--- src/rtl/command_decoder.sv ---
// Host command decoder: turns opcode/operand pairs into framebuffer read/write requests.
// Optional FILL support (SET_FILL / FILL opcodes) is enabled by defining CMD_FILL_EN.
`timescale 1ns/1ps

module command_decoder #(
    parameter int ADDR_W = 20
) (
    input  logic              commandClk,
    input  logic              reset,
    input  logic [15:0]       commandToGpu,
    input  logic [15:0]       dataToGpu,
    output logic [15:0]       dataFromGpu,
    output logic [ADDR_W-1:0] memAddr,
    output logic [15:0]       memWrData,
    output logic              memWrEn,
    output logic              memRdEn,
    input  logic              memReady,
    input  logic [15:0]       memRdData,
    input  logic              memRdValid,
    output logic              busy,
    output logic              errorFlag
);

    localparam logic [2:0] ST_IDLE      = 3'd0;
    localparam logic [2:0] ST_WRITE     = 3'd1;
    localparam logic [2:0] ST_READ_REQ  = 3'd2;
    localparam logic [2:0] ST_READ_WAIT = 3'd3;
`ifdef CMD_FILL_EN
    localparam logic [2:0] ST_FILL      = 3'd4;
`endif

    localparam logic [3:0] OP_SET_ADDR_LO = 4'h1;
    localparam logic [3:0] OP_SET_ADDR_HI = 4'h2;
    localparam logic [3:0] OP_WRITE       = 4'h3;
    localparam logic [3:0] OP_READ        = 4'h4;
`ifdef CMD_FILL_EN
    localparam logic [3:0] OP_SET_FILL    = 4'h5;
    localparam logic [3:0] OP_FILL        = 4'h6;
`endif
    localparam logic [3:0] OP_STATUS      = 4'h7;
    localparam logic [3:0] OP_CLEAR_ERR   = 4'hF;

    localparam logic [ADDR_W-1:0] ADDR_ONE = ADDR_W'(1);

    logic [2:0]        state;
    logic [ADDR_W-1:0] addr;
    logic [3:0]        opcode;
    logic              cmd_valid;
`ifdef CMD_FILL_EN
    logic [15:0]       fill_color;
    logic [15:0]       fill_count;
`endif

    assign opcode    = commandToGpu[15:12];
    assign cmd_valid = (commandToGpu != 16'd0);
    assign busy      = (state != ST_IDLE);

    always_ff @(posedge commandClk or posedge reset) begin
        if (reset) begin
            state       <= ST_IDLE;
            addr        <= '0;
            dataFromGpu <= 16'd0;
            memAddr     <= '0;
            memWrData   <= 16'd0;
            memWrEn     <= 1'b0;
            memRdEn     <= 1'b0;
            errorFlag   <= 1'b0;
`ifdef CMD_FILL_EN
            fill_color  <= 16'd0;
            fill_count  <= 16'd0;
`endif
        end else begin
            // NOTE: non-blocking throughout, so every branch below reads pre-edge register values.
            // A command landing while a request is in flight is dropped (overrun).
            if (cmd_valid && busy)
                errorFlag <= 1'b1;

            case (state)
                ST_IDLE: begin
                    if (cmd_valid) begin
                        case (opcode)
                            OP_SET_ADDR_LO: addr[15:0] <= dataToGpu;
                            OP_SET_ADDR_HI: addr[ADDR_W-1:16] <= dataToGpu[ADDR_W-17:0];
                            OP_WRITE: begin
                                state     <= ST_WRITE;
                                memWrEn   <= 1'b1;
                                memAddr   <= addr;
                                memWrData <= dataToGpu;
                            end
                            OP_READ: begin
                                state   <= ST_READ_REQ;
                                memRdEn <= 1'b1;
                                memAddr <= addr;
                            end
                            OP_STATUS:    dataFromGpu <= {busy, errorFlag, 14'd0};
                            OP_CLEAR_ERR: errorFlag <= 1'b0;
`ifdef CMD_FILL_EN
                            OP_SET_FILL:  fill_color <= dataToGpu;
                            OP_FILL: begin
                                fill_count <= dataToGpu;
                                if (dataToGpu != 16'd0) begin
                                    state     <= ST_FILL;
                                    memWrEn   <= 1'b1;
                                    memAddr   <= addr;
                                    memWrData <= fill_color;
                                end
                            end
`endif
                            default: errorFlag <= 1'b1;
                        endcase
                    end
                end

                ST_WRITE: begin
                    if (memReady) begin
                        memWrEn <= 1'b0;
                        addr    <= addr + ADDR_ONE;
                        state   <= ST_IDLE;
                    end
                end

                ST_READ_REQ: begin
                    if (memReady) begin
                        memRdEn <= 1'b0;
                        addr    <= addr + ADDR_ONE;
                        state   <= ST_READ_WAIT;
                    end
                end

                ST_READ_WAIT: begin
                    if (memRdValid) begin
                        dataFromGpu <= memRdData;
                        state       <= ST_IDLE;
                    end
                end

`ifdef CMD_FILL_EN
                ST_FILL: begin
                    if (memReady) begin
                        addr       <= addr + ADDR_ONE;
                        fill_count <= fill_count - 16'd1;
                        if (fill_count == 16'd1) begin
                            memWrEn <= 1'b0;
                            state   <= ST_IDLE;
                        end else begin
                            memAddr <= addr + ADDR_ONE;
                        end
                    end
                end
`endif

                default: state <= ST_IDLE;
            endcase
        end
    end

endmodule

--- config.mk ---
export PLATFORM = sky130hd
export DESIGN_NAME = command_decoder
export DESIGN_NICKNAME = d
export VERILOG_FILES = /design/src/rtl/command_decoder.sv
export SDC_FILE = /design/constraint.sdc
export NUM_CORES = 1
export LEC_CHECK = 0
export CELL_PAD_IN_SITES_DETAIL_PLACEMENT = 0
export CELL_PAD_IN_SITES_GLOBAL_PLACEMENT = 1
export CORE_MARGIN = 2
export CORE_UTILIZATION = 41
export CTS_BUF_LIST = sky130_fd_sc_hd__clkbuf_4
export CTS_CLUSTER_SIZE = 40
export DETAILED_ROUTE_END_ITERATION = 10
export GPL_TIMING_DRIVEN = 0
export PLACE_DENSITY = 0.86
export RECOVER_POWER = 100
export SYNTH_ARGS = -nofsm -noshare
export SYNTH_HDL_FRONTEND = slang
export SYNTH_SLANG_ARGS = --single-unit
--- constraint.sdc ---
create_clock -name commandClk -period 4.2 [get_ports commandClk]
set_clock_uncertainty 0.1 [all_clocks]
set_input_delay 0.63 -clock commandClk [delete_from_list [all_inputs] [get_ports commandClk]]
set_output_delay 0.63 -clock commandClk [all_outputs]
set_load 0.005 [all_outputs]
==> flow_summary.toml <==
[outcome]
status = "finished clean"

[die]
core_um2 = 9150
die_height_um = 101
rows = 35
io_pins = 108
fp.dieW_um = 101
start_util_pct = 41.9
die_area_um2 = 10100

[synth]
synth-simple-area-share_pct = 16.0
yosys-top-cells-area = "dfrtp_1, mux2_2, nand2_1"
synth_ff_type = "dfrtp_1"
ys_ff_latch = 77
synth_edf_count = 0
yosys.area.top_type = "dfrtp_1"
ys_seq_area_share_pct = 50.3
ys_types = 56
synthCells = 368
avgSynthCellArea_um2 = 10.4
syn_area_um2 = 3830
synthAdderAreaFrac_pct = 1.96
synth-xor-area-share_pct = 0.229
post-synth-top-area-fraction_pct = 50.3
ys_warn_count = 0
synth_compound_area_share_pct = 16.4
syn-num-nets = 426
synth_mux_area_share_pct = 11.3
synth_top_family_by_area = "compound AO/OA/AOI/OAI gates"
async_flop_share_pct = 100

[route]
dr.pass1.iters = 5
wl_per_cell_um = 17.1
routed_via_density = 5.54
drc = 0
postRouteAntennaNets = 0
drtIter0Drc = 210
totalWireLength_mm = 10.3
dr_total_vias = 3340

[clock_network]
cts.sinks = 77
post_cts_buffers = 0
h-tree-depth = 3
cts_hold_buf = 0
ctsResizeCount = 0
cts_made_buffers = 9
cts_root_buf = "clkbuf_4"
clk_latency_ns = 0.42
clock_path_buffers = 2
tritoncts = "yes"
clk_pin_slew_worst_paths_ns = 0.12

[power_and_ir_drop]
ir_worst_vdd_mv = 0.358
p_leak_nw = 2.21
powerDensity_nw_per_um2 = 738

[timing]
finalMaxSlewViolations = 0
slew_headroom_pct = 9.89
min_period_over_period_pct = 76.1
setup_ws_ns = 1.00
hold_viol = 0
setup_tns_ns = 0
worst_pin_slew_ns = 1.34
setup_viol = 0
period_minus_slack_ns = 3.20
max_freq_mhz = 313
hold_ws_ns = 0.384
rsz0062_at_grt = "no"

[global_route]
antenna_found_initial = 0
grt_max_degree = 49
grt_pass1_wl_mm = 17.1
grtUsageTotal_pct = 21.4
gr-total-overflow = 0
grt_pass1_vias = 3323

[worst_hold_path]
hp-class = "reg -> reg"

[worst_setup_path]
cp_max_fo = 10
cp-end-kind = "flop"
cpLargestDelayFamily = "compound AO/OA/AOI/OAI gates"
cp_cell_sequence = "dlygate4sd3_1, or4b_1, a211oi_1, buf_4, nand3_1, nand3_1"
crit_path_start_kind = "primary input"
crit_slowest_cell = "a211oi_1"
crit_top_cell = "nand3_1"
path_buf_inv = 2
reg2reg_slack_ns = 1.32
max_stage_delay_ns = 1.12
worstSetupPathType = "in -> reg"
required_ns = 4.45
worstPathArrival_ns = 3.45

[placement]
io_buffers = 107
gp_congestion = 0.912
pre_cts_slack_ns = 1.12
numPlacedInstances = 587
dp_hpwl_mm = 7.64

[finish]
fin_nets = 545
antenna_cells = 0
n_fill_cell = 846
multiInputGateArea_um2 = 1730
seq_area_um2 = 1930
final_util_pct = 56.5
syn_to_final_growth_pct = 35.0
drive_above_1_share_pct = 12.6
final_cells = 603

[flow_run]
drv_cap = 0
[state kept, by name, summed over array words and instances (netlist names)]
name / cells
errorFlag: 1
state: 2
memWrEn: 1
memWrData: 16
memRdEn: 1
dataFromGpu: 16
memAddr: 20
addr: 20
[kinds of logic (layout without fill, tap and decap cells)]
group,count (synthesis),after routing
fa+ha+maj,6,6
mux,39,39
simple gates,120,120
compound gates,93,93
flops,77,77
buf+inv,32,156
xor+xnor,1,1
[tightest hold or removal path, cell delays in order (launching register included)]
cell	delay, ns
dfrtp_1	0.36
nand2_1	0.04
o21ai_0	0.06
[synth_stat cells (all sizes together), types with 3 or more instances]
| cell | count |
|---|---|
| o21ai | 30 |
| a31oi | 3 |
| o2bb2ai | 3 |
| nand2 | 42 |
| buf | 9 |
| nor4 | 5 |
| nor2 | 16 |
| clkbuf | 15 |
| mux2 | 35 |
| nor3 | 4 |
| inv | 8 |
| nand3 | 16 |
| dfrtp | 77 |
| and3 | 7 |
| nand4 | 11 |
| a211oi | 4 |
| nor2b | 4 |
| ha | 6 |
| a31o | 4 |
| a21oi | 20 |
| or4b | 3 |
| a2bb2oi | 5 |
| mux2i | 4 |
[through the flow]
step	total power, W	area, µm²
after floorplan	0.00253	3830
after global placement	0.00342	5040
after detailed placement	0.00346	5070
after CTS	0.00399	5240
after global routing	0.00414	5170
final	0.00382	5170
[cell usage in the layout, fill, tap and decap left out, drive strengths merged, types with 3 or more instances in the layout]
cell / n
mux2i: 4
a2bb2oi: 5
a211oi: 4
nand2: 42
nor2b: 4
nor3: 4
dlygate4sd3: 59
clkbuf: 29
o2bb2ai: 3
nand4: 11
buf: 5
a31o: 4
nor4: 5
inv: 8
nor2: 16
clkdlybuf4s50: 48
a31oi: 3
and3: 7
clkinv: 4
mux2: 35
nand3: 16
dfrtp: 77
a21oi: 20
or4b: 3
ha: 6
o21ai: 30
[final cells by class]
type | instances | area share, %
timing repair buffer | 108 | 20.8
clock inverter | 7 | 1.91
clock buffer | 9 | 1.31
buffer | 24 | 1.98
inverter | 8 | 0.605
multi-input combinational | 259 | 33.4
tap | 111 | 2.69
sequential | 77 | 37.3
[path summary, 6_finish.rpt]
kind                                             start                          end  depth (start not counted)
max                                   commandToGpu[13]          addr[0]$_DFFE_PP0P_                          6
min                        dataFromGpu[14]$_DFFE_PP0P_  dataFromGpu[14]$_DFFE_PP0P_                          2
max reg2reg                       state[0]$_DFFE_PP0P_          addr[0]$_DFFE_PP0P_                          7
min reg2reg                dataFromGpu[14]$_DFFE_PP0P_  dataFromGpu[14]$_DFFE_PP0P_                          2
max in group asynchronous                        reset     memWrData[8]$_DFFE_PP0P_                          3
min in group asynchronous                        reset          addr[2]$_DFFE_PP0P_                          2
[power breakdown]
| part | switching [W] | internal (W) | total [W] | leakage (nW) |
|---|---|---|---|---|
| clock | 0.000270 | 0.000245 | 0.000515 | 0.0918 |
| combinational | 0.00103 | 0.000932 | 0.00196 | 1.18 |
| sequential | 0.000249 | 0.00109 | 0.00134 | 0.941 |
[routing by layer]
layer / share of wire (%) / track usage, %
met1: 46 / 29.3
met2: 46 / 34.5
met3: 5.5 / 3.81
met4: 2.0 / 6.95
met5: 0 / 0
Note: power is estimated with default switching activity, not from simulation.
